### src/rtl/rv32i_types.sv
// Shared RV32I pipeline types: CDB result record plus project defaults for the
// execute-stage result collector.
package rv32i_types;

    localparam int ROB_IDX_W     = 5;
    localparam int PREG_W        = 6;
    localparam int NUM_EXEC_FU   = 5;
    localparam int NUM_CDB_PORTS = 2;
    localparam int CDB_BUF_DEPTH = 2;

    typedef enum logic [2:0] {
        FU_ADD = 3'd0,
        FU_MUL = 3'd1,
        FU_DIV = 3'd2,
        FU_BR  = 3'd3,
        FU_MEM = 3'd4
    } fu_id_e;

    typedef struct packed {
        logic                 valid;
        logic [ROB_IDX_W-1:0] rob_idx;
        logic [PREG_W-1:0]    pd_s;
        logic [31:0]          rd_v;
    } cdb_t;

endpackage

### src/rtl/cdb_result_fifo.sv
// Small per-FU result FIFO: wrapping pointers plus an explicit count, flushable
// in one cycle. Push is ignored when full and pop is ignored when empty.
module cdb_result_fifo
    import rv32i_types::*;
#(
    parameter  int BUF_DEPTH = CDB_BUF_DEPTH,
    localparam int PTR_W     = $clog2(BUF_DEPTH),
    localparam int CNT_W     = $clog2(BUF_DEPTH + 1)
) (
    input  logic             clk,
    input  logic             rst_n,
    input  logic             push,
    input  logic             pop,
    input  logic             flush,
    input  cdb_t             push_data,
    output cdb_t             head,
    output logic [CNT_W-1:0] count,
    output logic             full,
    output logic             empty
);

    cdb_t             mem [BUF_DEPTH];
    logic [PTR_W-1:0] rd_ptr;
    logic [PTR_W-1:0] wr_ptr;
    logic             do_push;
    logic             do_pop;

    assign full    = (count == CNT_W'(BUF_DEPTH));
    assign empty   = (count == '0);
    assign do_push = push && !full && !flush;
    assign do_pop  = pop && !empty && !flush;
    assign head    = mem[rd_ptr];

    always_ff @(posedge clk or negedge rst_n) begin
        if (!rst_n) begin
            rd_ptr <= '0;
            wr_ptr <= '0;
            count  <= '0;
        end else if (flush) begin
            rd_ptr <= '0;
            wr_ptr <= '0;
            count  <= '0;
        end else begin
            if (do_push) wr_ptr <= wr_ptr + PTR_W'(1);
            if (do_pop)  rd_ptr <= rd_ptr + PTR_W'(1);
            if (do_push && !do_pop)
                count <= count + CNT_W'(1);
            else if (!do_push && do_pop)
                count <= count - CNT_W'(1);
        end
    end

    // Storage needs no reset: count and pointers alone decide what is live.
    always_ff @(posedge clk) begin
        if (do_push) mem[wr_ptr] <= push_data;
    end

endmodule

### src/rtl/execute_cdb_arbiter.sv
// Collects FU results into per-unit FIFOs and grants up to NUM_CDB per cycle onto
// the CDB with rotating priority. Define EXECUTE_CDB_BYPASS_EN for 0-cycle bypass.
module execute_cdb_arbiter
    import rv32i_types::*;
#(
    parameter  int NUM_FU    = NUM_EXEC_FU,
    parameter  int NUM_CDB   = NUM_CDB_PORTS,
    parameter  int BUF_DEPTH = CDB_BUF_DEPTH,
    localparam int CNT_W     = $clog2(BUF_DEPTH + 1),
    localparam int OCC_W     = $clog2(NUM_FU * BUF_DEPTH + 1),
    localparam int RR_W      = $clog2(NUM_FU),
    localparam int RANK_W    = $clog2(NUM_FU + 1)
) (
    input  logic             clk,
    input  logic             rst_n,
    input  logic             global_branch_signal,
    input  cdb_t             fu_cdb    [NUM_FU],
    output logic             fu_ready  [NUM_FU],
    output cdb_t             cdb_out   [NUM_CDB],
    output logic             overflow,
    output logic [OCC_W-1:0] occupancy
);

    cdb_t              fifo_head  [NUM_FU];
    logic [CNT_W-1:0]  fifo_count [NUM_FU];
    cdb_t              cand_data  [NUM_FU];
    logic [RR_W-1:0]   offset     [NUM_FU];
    logic [RANK_W-1:0] rank       [NUM_FU];
    logic [NUM_FU-1:0] fifo_full;
    logic [NUM_FU-1:0] fifo_empty;
    logic [NUM_FU-1:0] cand_valid;
    logic [NUM_FU-1:0] cand_byp;
    logic [NUM_FU-1:0] grant;
    logic [NUM_FU-1:0] push;
    logic [NUM_FU-1:0] pop;
    logic [RR_W-1:0]   rr_ptr;
    logic [RR_W-1:0]   rr_next;
    logic [RR_W-1:0]   max_off;
    logic [RR_W:0]     rr_sum;
    logic              any_grant;
    logic              drop;

    // Scan distance of FU idx from the current round-robin start point.
    function automatic logic [RR_W-1:0] dist_from_rr(input int idx, input logic [RR_W-1:0] base);
        logic [RR_W:0] d;
        d = (RR_W+1)'(idx) + (RR_W+1)'(NUM_FU) - {1'b0, base};
        if (d >= (RR_W+1)'(NUM_FU)) d = d - (RR_W+1)'(NUM_FU);
        return d[RR_W-1:0];
    endfunction

    for (genvar g = 0; g < NUM_FU; g++) begin : gen_fu
        cdb_result_fifo #(
            .BUF_DEPTH (BUF_DEPTH)
        ) u_fifo (
            .clk       (clk),
            .rst_n     (rst_n),
            .push      (push[g]),
            .pop       (pop[g]),
            .flush     (global_branch_signal),
            .push_data (fu_cdb[g]),
            .head      (fifo_head[g]),
            .count     (fifo_count[g]),
            .full      (fifo_full[g]),
            .empty     (fifo_empty[g])
        );

`ifdef EXECUTE_CDB_BYPASS_EN
        assign cand_byp[g] = fifo_empty[g] && fu_cdb[g].valid;
`else
        assign cand_byp[g] = 1'b0;
`endif

        // A bypassed input that wins is consumed directly and never stored.
        assign cand_valid[g] = !fifo_empty[g] || cand_byp[g];
        assign cand_data[g]  = cand_byp[g] ? fu_cdb[g] : fifo_head[g];
        assign fu_ready[g]   = !fifo_full[g];
        assign push[g]       = fu_cdb[g].valid && !fifo_full[g] && !(cand_byp[g] && grant[g]);
        assign pop[g]        = grant[g] && !cand_byp[g];
    end

    always_comb begin
        for (int i = 0; i < NUM_FU; i++) begin
            offset[i] = dist_from_rr(i, rr_ptr);
        end
    end

    // Rank = how many competing candidates sit earlier in the rotating scan;
    // the first NUM_CDB ranks win and the rank doubles as the port number.
    always_comb begin
        grant = '0;
        for (int i = 0; i < NUM_FU; i++) begin
            rank[i] = '0;
            for (int j = 0; j < NUM_FU; j++) begin
                if (cand_valid[j] && (offset[j] < offset[i])) rank[i] = rank[i] + RANK_W'(1);
            end
            grant[i] = cand_valid[i] && (rank[i] < RANK_W'(NUM_CDB));
        end
    end

    always_comb begin
        for (int p = 0; p < NUM_CDB; p++) begin
            cdb_out[p] = '0;
        end
        if (!global_branch_signal) begin
            for (int p = 0; p < NUM_CDB; p++) begin
                for (int i = 0; i < NUM_FU; i++) begin
                    if (grant[i] && (rank[i] == RANK_W'(p))) cdb_out[p] = cand_data[i];
                end
            end
        end
    end

    // The last granted FU is the one farthest along the scan; restart just past it.
    always_comb begin
        any_grant = |grant;
        max_off   = '0;
        for (int i = 0; i < NUM_FU; i++) begin
            if (grant[i] && (offset[i] > max_off)) max_off = offset[i];
        end
        rr_sum = {1'b0, rr_ptr} + {1'b0, max_off} + (RR_W+1)'(1);
        if (rr_sum >= (RR_W+1)'(NUM_FU)) rr_sum = rr_sum - (RR_W+1)'(NUM_FU);
        rr_next = rr_sum[RR_W-1:0];
    end

    always_comb begin
        drop      = 1'b0;
        occupancy = '0;
        for (int i = 0; i < NUM_FU; i++) begin
            if (fu_cdb[i].valid && fifo_full[i]) drop = 1'b1;
            occupancy = occupancy + OCC_W'(fifo_count[i]);
        end
    end

    always_ff @(posedge clk or negedge rst_n) begin
        if (!rst_n) begin
            rr_ptr <= '0;
        end else if (global_branch_signal) begin
            rr_ptr <= '0;
        end else if (any_grant) begin
            rr_ptr <= rr_next;
        end
    end

    // Sticky until reset; a flush does not clear it.
    always_ff @(posedge clk or negedge rst_n) begin
        if (!rst_n) begin
            overflow <= 1'b0;
        end else if (drop && !global_branch_signal) begin
            overflow <= 1'b1;
        end
    end

endmodule

### config.mk
export PLATFORM = sky130hd
export DESIGN_NAME = execute_cdb_arbiter
export DESIGN_NICKNAME = d
export VERILOG_FILES = /design/src/rtl/rv32i_types.sv /design/src/rtl/cdb_result_fifo.sv /design/src/rtl/execute_cdb_arbiter.sv
export SDC_FILE = /design/constraint.sdc
export NUM_CORES = 1
export LEC_CHECK = 0
export CAP_MARGIN = 40
export CELL_PAD_IN_SITES_DETAIL_PLACEMENT = 1
export CELL_PAD_IN_SITES_GLOBAL_PLACEMENT = 1
export CORE_AREA = 2 2 233 235
export DETAILED_ROUTE_END_ITERATION = 12
export DIE_AREA = 0 0 235 237
export PLACE_DENSITY_LB_ADDON = 0.08
export REMOVE_ABC_BUFFERS = 1
export SYNTH_ARGS = -nofsm -noshare
export SYNTH_HDL_FRONTEND = slang
export SYNTH_HIERARCHICAL = 1
export SYNTH_SLANG_ARGS = --single-unit
### constraint.sdc
create_clock -name clk -period 13.02 [get_ports clk]
set_input_delay 1.302 -clock clk [delete_from_list [all_inputs] [get_ports clk]]
set_output_delay 1.302 -clock clk [all_outputs]
set_load 0.01 [all_outputs]
## Yosys cells after proc, flatten, opt, wreduce, memory -nomap -nowiden

Memory sizes are Yosys's and may differ from the RTL's.
Cells that the tools add are included.

- Flip-flop bits (word level): 24
- RAM bits: 440
- Input port bits: 223
- Output and inout port bits: 98
- Logic and storage cells: 363
- Memories: 5

Memory list:

| name | depth | width | read ports | clocked after memory_dff | write ports | RTL line | RTL |
|---|---|---|---|---|---|---|---|
| gen_fu[0].u_fifo.mem | 2 | 44 | 1 | 0 | 1 | cdb_result_fifo.sv:22 | `cdb_t mem [BUF_DEPTH];` |
| gen_fu[1].u_fifo.mem | 2 | 44 | 1 | 0 | 1 | cdb_result_fifo.sv:22 |  |
| gen_fu[2].u_fifo.mem | 2 | 44 | 1 | 0 | 1 | cdb_result_fifo.sv:22 |  |
| gen_fu[3].u_fifo.mem | 2 | 44 | 1 | 0 | 1 | cdb_result_fifo.sv:22 |  |
| gen_fu[4].u_fifo.mem | 2 | 44 | 1 | 0 | 1 | cdb_result_fifo.sv:22 |  |

- Add/subtract/negate cells: 57
- $lt $le $gt $ge: 41
- Equality and inequality tests: 10
- Muxes and demuxes: 99
- Reduce and logical (&&, ||, !) cells: 134

Operators with widths:

| operator | number |
|---|---|
| 44-bit two-way mux | 10 |
| 3-bit two-way mux | 33 |
| 88-bit two-way mux | 1 |
| 1-bit logical AND | 86 |
| 3-bit less-than comparator | 25 |
| 3-bit by 1-bit adder with 3-bit output (second input constant) | 15 |
| 1-bit two-way mux | 40 |
| 2-bit two-way mux | 15 |
| 4-bit by 3-bit greater-or-equal comparator with 1-bit output (second input constant) | 6 |
| 2-bit nonzero test | 11 |
| 1-bit zero test | 21 |
| 3-bit subtractor (second input constant) | 6 |
| 3-bit by 1-bit == test with 1-bit output (second input constant) | 5 |
| 3-bit zero test | 5 |
| 3-bit by 2-bit less-than comparator with 1-bit output (second input constant) | 5 |
| 3-bit nonzero test | 5 |
| 3-bit greater-than comparator | 4 |
| 3-bit by 3-bit subtractor with 4-bit output (first input constant) | 3 |
| 1-bit adder (second input constant) | 10 |
| 1-bit by 1-bit adder with 2-bit output (second input constant) | 5 |
| 2-bit by 1-bit adder with 2-bit output (second input constant) | 5 |
| 2-bit == test (second input constant) | 5 |
| 2-bit zero test | 5 |
| 2-bit by 1-bit subtractor with 2-bit output (second input constant) | 5 |
| 8 further kinds | 10 |

## Logic depth before layout (Yosys ltp)

- Depth in word-level cells: 36
- Depth in mapped cells: 56

## By module

Netlist, hierarchy kept.

Modules (own cells, without submodules):

| module | times used | cells an instance | area an instance (µm²) | seq. area each (µm²) |
|---|---|---|---|---|
| cdb_result_fifo (gen_fu[2].u_fifo ...) | 3 | 162 | 3,383.2 | 2,742.6 |
| cdb_result_fifo (gen_fu[0].u_fifo ...) | 2 | 163 | 3,395.8 | 2,742.6 |
| execute_cdb_arbiter | 1 | 1,133 | 6,765.2 | 100.1 |

## Least setup slack after synthesis

OpenSTA, ideal clock, no wires.

- Path kind: register -> register
- Start: register rr_ptr[0]
- End: register rr_ptr[2]
- Library setup time: 0.096 ns
- Arrival: 11.275 ns
- Slack: 1.649 ns
- Cell stages (with the launch flop): 53
- Buffers on the path: 1
- Period minus slack after synthesis: 11.371 ns
- Cells stage by stage: dfrtp_1 -> buf_2 -> inv_1 -> ha_1 -> a21oi_1 -> mux2i_1 -> xnor2_1 -> nand2_1 -> nor2_1 -> nor3_1 -> a311o_1 -> inv_1 -> ha_1 -> xnor2_1 -> inv_1 -> ha_1 -> inv_1 -> a31o_2 -> [17 not listed] -> a21oi_1 -> a31oi_1 -> nand2_1 -> mux2_2 -> ha_1 -> nor2b_1 -> o21a_1 -> o21ai_0 -> nor3_1 -> mux2_2 -> fa_1 -> ha_1 -> nand2b_1 -> a221o_1 -> a221o_1 -> nor2b_1 -> xnor2_1 -> o31ai_1

- Cells in the longest elaborated chain, start to end: 36
- Elaborated cells on any way between the ends: 149
- Those cells by class: add/sub (33); order compare (41); mux (38); reduce/logical (37)

Ends and longest elaborated chain:

| element | RTL line | RTL |
|---|---|---|
| start: declaration | execute_cdb_arbiter.sv:36 | `logic [RR_W-1:0] rr_ptr;` |
| start signal: assignment | execute_cdb_arbiter.sv:140 | `rr_ptr <= rr_next;` |
| 3-bit by 3-bit subtractor with 4-bit output | execute_cdb_arbiter.sv:46 | `d = (RR_W+1)'(idx) + (RR_W+1)'(NUM_FU) - {1'b0, base};` |
| 4-bit by 3-bit greater-or-equal comparator with 1-bit output or 3-bit subtractor (tied branches) | execute_cdb_arbiter.sv:47 | `if (d >= (RR_W+1)'(NUM_FU)) d = d - (RR_W+1)'(NUM_FU);` |
| 3-bit two-way mux | execute_cdb_arbiter.sv:47 |  |
| 3-bit less-than comparator | execute_cdb_arbiter.sv:94 | `if (cand_valid[j] && (offset[j] < offset[i])) rank[i] = rank[i] + RANK_W'(1);` |
| 1-bit logical AND | execute_cdb_arbiter.sv:94 |  |
| 1-bit two-way mux | execute_cdb_arbiter.sv:94 |  |
| 1-bit by 1-bit adder with 2-bit output | execute_cdb_arbiter.sv:94 |  |
| 3-bit two-way mux | execute_cdb_arbiter.sv:94 |  |
| [8 not listed] | n/a |  |
| named net grant[0] | execute_cdb_arbiter.sv:33 | `logic [NUM_FU-1:0] grant;` |
| [12 not listed] | n/a |  |
| 1-bit logical AND | execute_cdb_arbiter.sv:118 | `if (grant[i] && (offset[i] > max_off)) max_off = offset[i];` |
| 3-bit two-way mux | execute_cdb_arbiter.sv:118 |  |
| 3-bit by 3-bit adder with 4-bit output | execute_cdb_arbiter.sv:120 | `rr_sum = {1'b0, rr_ptr} + {1'b0, max_off} + (RR_W+1)'(1);` |
| 4-bit by 1-bit adder with 4-bit output | execute_cdb_arbiter.sv:120 |  |
| 4-bit by 3-bit greater-or-equal comparator with 1-bit output or 3-bit subtractor (tied branches) | execute_cdb_arbiter.sv:121 | `if (rr_sum >= (RR_W+1)'(NUM_FU)) rr_sum = rr_sum - (RR_W+1)'(NUM_FU);` |
| 3-bit two-way mux | execute_cdb_arbiter.sv:121 |  |
| 3-bit two-way mux | execute_cdb_arbiter.sv:139 | `end else if (any_grant) begin` |
| 3-bit two-way mux | execute_cdb_arbiter.sv:137 | `end else if (global_branch_signal) begin` |

Mark *: on every way through the listed nets, which the timed path passes. The rest lies on a longest branch. The select of a mux whose other input is x is not followed.
A chain may end at the register's enable or synchronous reset.

## Worst setup path in the final report

- Start: register rr_ptr[1]
- End: register rr_ptr[2]

Same word-level chain as after synthesis.

==> impl_metrics.py <==
metrics = {
    "run_status": {
        "outcome": "finished clean",
    },
    "detailed_routing": {
        "wl_um": 84200,
        "vias": 18000,
        "ant_nets": 0,
        "vias_per_cell": 5.96,
        "drc_errors": 0,
        "initialDrtViolationCount": 1386,
        "drtPass1Iterations": 5,
        "wire_per_inst_um": 27.9,
    },
    "finish": {
        "layout-drive-gt1-share_pct": 17.1,
        "synthToLayoutAreaGrowth_pct": 25.1,
        "seqCellArea_um2": 13800,
        "multi_input_area_um2": 9300,
        "fill_cells": 5410,
        "final_cell_count_no_fill": 3014,
        "fin_nets": 2560,
    },
    "floorplanning": {
        "die_width_um": 235,
        "floorplan.die_area_um2": 55700,
        "die_h_um": 237,
        "core_area_um2": 53300,
        "ios": 321,
        "initial_core_util_pct": 44.5,
        "num_rows": 85,
    },
    "logic_synthesis": {
        "ys_seq_area_share_pct": 58.3,
        "synth_enable_flop_cells": 440,
        "synth_mux_area_share_pct": 11.1,
        "synth_seq_cells": 464,
        "async_flop_share_pct": 5.17,
        "synth_compound_area_share_pct": 11.4,
        "postSynthCellCount": 1945,
        "synth_most_common_cell": "edfxtp_1",
        "yosysWarnings": 6,
        "syn_area_per_cell_um2": 12.2,
        "synth.top_cells.by_area": "edfxtp_1 (56%), mux2_2 (9.5%), ha_1 (3.6%)",
        "synth_common_cells": "edfxtp_1 (440), nor2_1 (213), mux2_2 (200), nand2_1 (163), a211oi_1 (89)",
        "synth_top_family_by_area": "compound AO/OA/AOI/OAI gates",
        "syn_area_um2": 23700,
        "synth_xor_area_share_pct": 1.10,
        "yosys.area.top_type_share_pct": 55.7,
        "synth_top_area_cell": "edfxtp_1",
        "synth_cell_types": 74,
        "synth_fa_ha_area_share_pct": 4.35,
        "synthFlopType": "edfxtp_1",
        "yosys.area_share.simple_pct": 10.7,
    },
    "sta": {
        "max_freq_ghz": 0.0827,
        "final.setup.worst_slack_ns": 0.930,
        "fin_skew_ns": 0.0217,
        "worstMarginPinSlew_ns": 0.928,
        "period_share_pct": 92.9,
        "final-hold-violation-count": 0,
        "drv_slew": 0,
        "fin_crit_ns": 12.09,
        "setup_tns_ns": 0,
        "slew_headroom_pct": 38.1,
        "setup_violations": 0,
        "grt_setup_unrepaired": "no",
    },
    "cts": {
        "path_clk_slew_ns": 0.06,
        "clock-sinks": 464,
        "cts_max_level": 2,
        "cts.path.max_buffers": 3,
        "cts_hold_buf": 0,
        "clkLatencyLatePin_ns": 0.61,
        "cts_tree": "yes",
        "cts_buffers": 52,
        "ctsRootBufferMaster": "clkbuf_16",
    },
    "worst_setup_path": {
        "path_common_cell": "ha_1",
        "crit_path_start": "rr_ptr[1]$_DFFE_PN0P_",
        "reg2reg_depth": 54,
        "worst-endpoint-required_ns": 13.52,
        "worst-path-stages": 54,
        "crit_path_end": "rr_ptr[2]$_DFFE_PN0P_",
        "end_kind": "register",
        "regToRegEndpoint": "rr_ptr[2]$_DFFE_PN0P_",
        "worst-setup-path-type": "reg2reg",
        "cp_top_family": "compound AO/OA/AOI/OAI gates",
        "crit_arrival_ns": 12.59,
        "rr_startpoint": "rr_ptr[1]$_DFFE_PN0P_",
        "critPathLaunchType": "register",
        "slowest_delay_ns": 0.60,
        "r2r_slack_ns": 0.93,
        "crit_slowest_cell": "or4b_4",
        "cp_max_fo": 7,
        "cp_num_buf_inv": 7,
    },
    "placement": {
        "gp_congestion": 0.853,
        "hpwl_um": 54800,
        "place_inst": 2902,
        "dp_worst_setup_slack_ns": 0.405,
        "port_buffers": 320,
    },
    "global_routing": {
        "grt_pass1_vias": 19100,
        "grt_pass1_wl_um": 123000,
        "use_met1_pct": 38.6,
        "grtUsageTotal_pct": 29.7,
        "grt_max_degree": 65,
        "top_usage_layer": "met2",
        "antenna_found_initial": 20,
        "grt_overflow": 0,
        "grt_util_met3_pct": 5.30,
        "met2_usage_pct": 49.9,
    },
    "run": {
        "drv_cap": 0,
    },
    "min_path": {
        "worst_hold_path_type": "reg2reg",
    },
}
## per-stage QoR
step,cell area [µm²],hold WS (ns),utilization (%)
6_report,29700,0.498,55.7
5_1_grt,29600,0.518,55.6
4_1_cts,29600,0.504,55.5
3_5_place_dp,27900,0.486,52.5
3_3_place_gp,27800,0.458,52.1
2_1_floorplan,23200,0.512,-
## kinds of logic after synthesis
logic type / count (synthesis)
AND/OR/NAND/NOR: 564
XOR/XNOR: 29
buffers and inverters: 180
adder cells (fa/ha/maj): 78
multiplexers: 234
AO/OA/AOI/OAI: 396
flip-flops: 464
## worst min path at each step
stage	start	to	slack [ns]	depth (start not counted)
global route	overflow$_DFFE_PN0P_	overflow$_DFFE_PN0P_	0.52	1
finish	overflow$_DFFE_PN0P_	overflow$_DFFE_PN0P_	0.50	1
floorplan	overflow$_DFFE_PN0P_	overflow$_DFFE_PN0P_	0.51	1
detailed placement	overflow$_DFFE_PN0P_	overflow$_DFFE_PN0P_	0.49	1
global placement	overflow$_DFFE_PN0P_	overflow$_DFFE_PN0P_	0.46	1
CTS	overflow$_DFFE_PN0P_	overflow$_DFFE_PN0P_	0.50	1
## cell usage in the layout, fill, tap and decap left out, types with 68 or more instances in the layout
master,netlist,routed
mux2_2,200,200
a21oi_1,79,79
ha_1,68,68
o21ai_0,75,75
clkdlybuf4s50_1,0,318
edfxtp_1,440,440
nor2_1,213,211
a211oi_1,89,88
nand2_1,163,160
## state kept, by name (all words and copies together), names as in the netlist
signal,cells
gen_fu.u_fifo/count,10
gen_fu.u_fifo/rd_ptr,5
gen_fu.u_fifo/wr_ptr,5
overflow,1
gen_fu.u_fifo/mem,440
rr_ptr,3
## final cells by class
class | instances | share of cell area [%]
Timing Repair Buffer | 382 | 12.7
Tap cell | 696 | 2.94
Clock buffer | 69 | 4.68
Clock inverter | 26 | 0.806
Antenna cell | 16 | 0.135
Inverter | 60 | 0.760
Multi-Input combinational cell | 1301 | 31.4
Sequential cell | 464 | 46.6
## layer usage
metal | part of all wire, % | up-vias
li1 | - | 7978
met1 | 41 | 9187
met5 | 0.072 | -
met3 | 6.7 | 156
met4 | 2.8 | 12
met2 | 49 | 623
## what timing repair did
item                                    in CTS  in global routing
setup buffers                                0                  1
gates resized for setup                      0                  5
endpoints found under the setup margin       0                  3
## worst reg2reg max path: cells and delay by family, from the launching register on
kind | cells | cell delay [ns]
buffers and inverters | 7 | 0.81
AND/OR/NAND/NOR | 12 | 1.78
XOR/XNOR | 3 | 0.52
adder cells (fa/ha/maj) | 11 | 3.04
AO/OA/AOI/OAI | 18 | 4.19
multiplexers | 3 | 1.18
flip-flops | 1 | 0.46
Power is left out: the tool's default activity adds up to more than one toggle a clock period on the data nets, which glitch-free logic cannot reach.
